`src/rtl/ulpb_lc_tx_arbiter.sv`:
```
// Shares one ulpb node TX request port among NUM_REQ layer controllers and routes completions back.
// Define ULPB_ARB_FIXED_PRIO_EN for fixed lowest-index-wins priority instead of round robin.
module ulpb_lc_tx_arbiter #(
    parameter int NUM_REQ    = 4,
    parameter int IDX_WIDTH  = 2,
    parameter int ADDR_WIDTH = 8,
    parameter int DATA_WIDTH = 32,
    parameter int OWN_DEPTH  = 8
) (
    input  logic                           CLK,
    input  logic                           RESET,
    input  logic [NUM_REQ-1:0]             LC_REQ,
    input  logic [NUM_REQ*ADDR_WIDTH-1:0]  LC_ADDR,
    input  logic [NUM_REQ*DATA_WIDTH-1:0]  LC_DATA,
    output logic [NUM_REQ-1:0]             LC_ACK,
    output logic [NUM_REQ-1:0]             LC_TX_SUCCESS,
    output logic [NUM_REQ-1:0]             LC_TX_FAIL,
    input  logic [NUM_REQ-1:0]             LC_TX_ACK,
    output logic [ADDR_WIDTH-1:0]          NODE_ADDR,
    output logic [DATA_WIDTH-1:0]          NODE_DATA,
    output logic                           NODE_REQ,
    input  logic                           NODE_ACK,
    input  logic                           NODE_TX_SUCCESS,
    input  logic                           NODE_TX_FAIL,
    output logic                           NODE_TX_ACK,
    output logic [IDX_WIDTH-1:0]           GRANT_IDX,
    output logic                           ORPHAN
);
    // LC side and node side both use 4-phase valid/ready: a request stays high until its
    // acknowledge rises, then drops; the acknowledge drops only after the request is low.
    localparam int PTR_W = $clog2(OWN_DEPTH);

    typedef enum logic [1:0] {
        S_IDLE = 2'd0,
        S_NREQ = 2'd1,
        S_LACK = 2'd2
    } state_t;

    state_t               state;
    state_t               state_nxt;
    logic [IDX_WIDTH-1:0] rr_ptr;
    logic [IDX_WIDTH-1:0] win_idx;
    logic [IDX_WIDTH-1:0] cand_idx;
    logic                 win_vld;
    logic                 grant;
    int                   cand;

    logic [IDX_WIDTH-1:0] owner_q [OWN_DEPTH];
    logic [PTR_W-1:0]     wr_ptr;
    logic [PTR_W-1:0]     rd_ptr;
    logic [PTR_W:0]       count;
    logic                 q_full;
    logic                 q_empty;
    logic                 push;
    logic                 pop;
    logic [IDX_WIDTH-1:0] head;

    logic                 status;
    logic                 status_q;
    logic                 owned_q;
    logic                 stat_owned;

    assign q_full  = (count == (PTR_W+1)'(OWN_DEPTH));
    assign q_empty = (count == '0);
    assign grant   = (state == S_IDLE) && win_vld && !q_full;
    assign push    = (state == S_NREQ) && NODE_ACK;
    assign head    = owner_q[rd_ptr];

    // Winner search starts at rr_ptr and wraps; with fixed priority rr_ptr is tied to 0.
    always_comb begin
        win_vld  = 1'b0;
        win_idx  = '0;
        cand     = 0;
        cand_idx = '0;
        for (int i = 0; i < NUM_REQ; i++) begin
            cand = int'(rr_ptr) + i;
            if (cand >= NUM_REQ) cand = cand - NUM_REQ;
            cand_idx = IDX_WIDTH'(cand);
            if (!win_vld && LC_REQ[cand_idx]) begin
                win_vld = 1'b1;
                win_idx = cand_idx;
            end
        end
    end

`ifdef ULPB_ARB_FIXED_PRIO_EN
    assign rr_ptr = '0;
`else
    always_ff @(posedge CLK or negedge RESET) begin
        if (!RESET) rr_ptr <= '0;
        else if (grant) rr_ptr <= (win_idx == IDX_WIDTH'(NUM_REQ-1)) ? '0 : win_idx + 1'b1;
    end
`endif

    always_ff @(posedge CLK or negedge RESET) begin
        if (!RESET) state <= S_IDLE;
        else        state <= state_nxt;
    end

    always_comb begin
        state_nxt = state;
        case (state)
            S_IDLE:  if (grant) state_nxt = S_NREQ;
            S_NREQ:  if (NODE_ACK) state_nxt = S_LACK;
            S_LACK:  if (!LC_REQ[GRANT_IDX] && !NODE_ACK) state_nxt = S_IDLE;
            default: state_nxt = S_IDLE;
        endcase
    end

    always_comb begin
        NODE_REQ  = 1'b0;
        NODE_ADDR = '0;
        NODE_DATA = '0;
        LC_ACK    = '0;
        if (state == S_NREQ) begin
            NODE_REQ  = 1'b1;
            NODE_ADDR = LC_ADDR[GRANT_IDX*ADDR_WIDTH +: ADDR_WIDTH];
            NODE_DATA = LC_DATA[GRANT_IDX*DATA_WIDTH +: DATA_WIDTH];
        end
        if (state == S_LACK) LC_ACK[GRANT_IDX] = 1'b1;
    end

    always_ff @(posedge CLK or negedge RESET) begin
        if (!RESET)     GRANT_IDX <= '0;
        else if (grant) GRANT_IDX <= win_idx;
    end

    always_ff @(posedge CLK) begin
        if (push) owner_q[wr_ptr] <= GRANT_IDX;
    end

    always_ff @(posedge CLK or negedge RESET) begin
        if (!RESET) begin
            wr_ptr <= '0;
            rd_ptr <= '0;
            count  <= '0;
        end else begin
            if (push) wr_ptr <= wr_ptr + 1'b1;
            if (pop)  rd_ptr <= rd_ptr + 1'b1;
            case ({push, pop})
                2'b10:   count <= count + 1'b1;
                2'b01:   count <= count - 1'b1;
                default: count <= count;
            endcase
        end
    end

    // Ownership of a status episode is decided when it starts, so a push landing while an
    // orphan status is still high cannot be popped by that orphan's falling edge.
    assign status     = NODE_TX_SUCCESS | NODE_TX_FAIL;
    assign stat_owned = status_q ? owned_q : !q_empty;
    assign pop        = status_q && !status && owned_q;

    always_comb begin
        LC_TX_SUCCESS = '0;
        LC_TX_FAIL    = '0;
        for (int i = 0; i < NUM_REQ; i++) begin
            if (stat_owned && head == IDX_WIDTH'(i)) begin
                LC_TX_SUCCESS[i] = NODE_TX_SUCCESS;
                LC_TX_FAIL[i]    = NODE_TX_FAIL;
            end
        end
        NODE_TX_ACK = stat_owned ? LC_TX_ACK[head] : status;
    end

    always_ff @(posedge CLK or negedge RESET) begin
        if (!RESET) begin
            status_q <= 1'b0;
            owned_q  <= 1'b0;
            ORPHAN   <= 1'b0;
        end else begin
            status_q <= status;
            if (status) owned_q <= stat_owned;
            if (status && !stat_owned) ORPHAN <= 1'b1;
        end
    end

endmodule

```
`config.mk`:
```
export PLATFORM = sky130hd
export DESIGN_NAME = ulpb_lc_tx_arbiter
export DESIGN_NICKNAME = d
export VERILOG_FILES = /design/src/rtl/ulpb_lc_tx_arbiter.sv
export SDC_FILE = /design/constraint.sdc
export NUM_CORES = 1
export LEC_CHECK = 0
export ABC_CLOCK_PERIOD_IN_PS = 3050
export CAP_MARGIN = 30
export CORE_MARGIN = 2
export CORE_UTILIZATION = 30
export DETAILED_ROUTE_END_ITERATION = 6
export PLACE_DENSITY = 0.73
export SKIP_CTS_REPAIR_TIMING = 1
export SLEW_MARGIN = 10
export SYNTH_ARGS = -nofsm -noshare
export SYNTH_HDL_FRONTEND = slang
export SYNTH_SLANG_ARGS = --single-unit
```
`constraint.sdc`:
```
create_clock -name CLK -period 3.05 [get_ports CLK]
set_input_delay 0.61 -clock CLK [delete_from_list [all_inputs] [get_ports CLK]]
set_output_delay 0.61 -clock CLK [all_outputs]
set_load 0.03 [all_outputs]
```
==> impl_metrics.py <==
metrics = {
    "final_layout": {
        "syn_to_final_growth_pct": 87.18,
        "drive_gt1_share_pct": 17.51,
        "multi_input_area_um2": 1959,
        "fillers": 818,
        "final_util_pct": 57.84,
        "stdcell_area_um2": 5628,
        "nets": 652,
        "ff_latch_area_um2": 964.7,
        "antenna_cells": 0,
    },
    "setup_path": {
        "cp_slowest_stage_delay_ns": 0.58,
        "crit_fanout": 7,
        "end_kind": "primary output",
        "cp.required_ns": 2.44,
        "arrival_ns": 2.38,
        "critPathKind": "flip-flop to primary output",
        "cp_common_cell": "buf_4",
        "cp_slowest_cell": "mux4_1",
        "path_cells": "mux4_1, mux2_2, buf_4, buf_4, or2_1, nor2_1, buf_4",
        "cp-start-kind": "flip-flop",
    },
    "sta": {
        "finalHoldViolCount": 0,
        "hold_slack_ns": 0.4709,
        "grt_setup_unrepaired": "true",
        "tightest_slew_ns": 0.4922,
        "period_share_pct": 98.02,
        "max_freq_ghz": 0.3345,
        "setup_viol": 0,
        "period_needed_ns": 2.990,
        "final-max-slew-violation-count": 0,
        "relSlewSlack_pct": 66.88,
        "clock_skew_ns": 0.008467,
    },
    "drt": {
        "wl_per_cell_um": 17.20,
        "antenna_left": 0,
        "routed_wl_mm": 10.44,
        "route.detailed.drc": 0,
        "dr.pass1.iters": 6,
        "vias": 2920,
        "drt_iter0_markers": 93,
        "routed_via_density": 4.811,
    },
    "clock_tree": {
        "clock_latency_ns": 0.28,
        "cts_root_buf": "clkbuf_8",
        "h-tree-depth": 2,
        "clock_path_buffers": 2,
        "clkTransAtPathRegs_ns": 0.07,
        "clock_sinks": 35,
        "cts_tree": "built",
        "cts_buffers": 5,
    },
    "power": {
        "ir_worst_vdd_mv": 0.4939,
        "power_density_nw_per_um2": 837.3,
        "power_uw": 4712,
        "leakage_uw": 0.002178,
    },
    "flow_run": {
        "maxCapViolations": 0,
    },
    "grt": {
        "grt_first_pass_wirelength_mm": 15.94,
        "grt_max_degree": 36,
        "grt.overflow.total": 0,
        "antenna_found_initial": 0,
        "gr-usage-all-layers_pct": 18.65,
        "grt_pass1_vias": 3121,
    },
    "yosys": {
        "syn_nets": 419,
        "ys_warn_count": 0,
        "ys_seq_elements": 35,
        "syn_area_per_cell_um2": 12.53,
        "ys_types": 39,
        "synth-edff-count": 16,
        "syn_inst": 240,
        "postSynth.asyncResetShare_pct": 54.29,
        "yosysSeqAreaShare_pct": 31.79,
        "synth_ff_type": "dfrtp_1",
        "syn_area_um2": 3007,
    },
    "die": {
        "num_rows": 36,
        "initial_utilization_pct": 30.90,
        "coreArea_um2": 9729,
        "dieArea_um2": 10840,
        "ioPinCount": 230,
        "die-height_um": 104.1,
        "die_x_um": 104.1,
    },
    "placed_design": {
        "port_buffers": 229,
        "dpl_cell_area_um2": 5523,
        "dp_hpwl_mm": 8.959,
        "gp_congestion": 0.8953,
    },
    "outcome": {
        "status": "complete, no violations",
    },
    "worst_hold_path": {
        "hold_class": "flip-flop to flip-flop",
    },
}
per-stage QoR:
step,TNS [ns],instances,setup WS [ns]
floorplan,0,240,0.3435
global placement,-0.09241,599,-0.09241
detailed placement,-0.1696,599,-0.1248
CTS,-2.298,607,-0.4407
global route,-0.07292,607,-0.05292
finish,0,607,0.06047
metal layers:
layer | track usage, % | part of all wire (%)
met5 | 0 | 0
met1 | 19.62 | 37
met2 | 35.10 | 52
met3 | 5.890 | 8.0
met4 | 5.985 | 2.6
cell usage in the layout (no fill, tap or decap), types with 2 or more instances in the layout:
| cell | instances |
|---|---|
| mux2_2 | 8 |
| inv_1 | 4 |
| buf_12 | 3 |
| ha_1 | 6 |
| nand2_1 | 9 |
| clkdlybuf4s50_1 | 218 |
| mux4_1 | 2 |
| clkbuf_8 | 6 |
| mux4_2 | 43 |
| dfrtp_1 | 16 |
| nand3_1 | 2 |
| and2_1 | 40 |
| nor3_1 | 4 |
| o21ai_0 | 3 |
| nor2b_1 | 2 |
| edfxtp_1 | 16 |
| nor2_1 | 18 |
| buf_4 | 14 |
| mux2_4 | 3 |
| dfrtp_4 | 2 |
| dlymetal6s2s_1 | 6 |
| a21oi_1 | 7 |
| xnor2_1 | 4 |
| or2_1 | 3 |
| nand2b_1 | 9 |
| xor2_1 | 4 |
| nor3b_1 | 4 |
where the power goes:
part / switching, uW / internal, uW / total [uW]
clock: 156 / 182 / 338
sequential: 209 / 673 / 882
combinational: 1670 / 1820 / 3490
total: 2030 / 2680 / 4710
registers in the layout, indices dropped and copies added, names as in the netlist:
register and flops:
count 4, GRANT_IDX 2, wr_ptr 3, owner_q 16
ORPHAN 1, rr_ptr 2, state 2, rd_ptr 3
status_q 1, owned_q 1
worst max-delay path, delay by kind of cell (launching register included):
kind                   cells  cell delay [ns]
DFF                        1             0.47
muxes                      2             0.87
and+or+nand+nor            2             0.33
buffers and inverters      3             0.43
cell type report:
class                   instances  share of cell area, %
inverters                       5                 0.3335
repair buffers                242                  43.13
clock buffers                   7                  1.534
flip-flops and latches         35                  17.14
well taps                     133                  2.957
multi-input cells             184                  34.82
clock inverters                 1                0.08893
cells in the mapped netlist, types with 4 or more instances:
cell	instances	area [um2]
mux2_2	8	90.09
edfxtp_1	16	480.5
nand2_1	9	33.78
mux4_2	43	968.4
nor3b_1	4	30.03
ha_1	6	75.07
xor2_1	4	35.03
buf_2	4	20.02
clkbuf_1	9	33.78
nand2b_1	9	56.30
dfrtp_1	19	475.5
a21oi_1	7	35.03
nor2_1	18	67.56
xnor2_1	4	35.03
nor3_1	4	20.02
inv_1	4	15.01
and2_1	40	250.2
cell families after synthesis:
kind of cell | synth area share [%]
compound gates | 3.621
mux | 38.83
simple gates | 17.89
buf+inv | 3.038
flops | 31.79
xor+xnor | 2.330
fa+ha+maj | 2.497
path summary, 6_finish.rpt:
path | start | to | slack (ns) | cells past startpoint
hold reg to reg | ORPHAN | ORPHAN | 0.47 | 1
min in group asynchronous | RESET | count[1] | 0.66 | 1
setup / recovery | rd_ptr[0] | LC_TX_SUCCESS[0] | 0.06 | 7
hold / removal | ORPHAN | ORPHAN | 0.47 | 1
setup reg to reg | state[1] | count[2] | 0.69 | 11
max in group asynchronous | RESET | GRANT_IDX[1] | 1.85 | 2
Power figures use the tool's default switching activity.
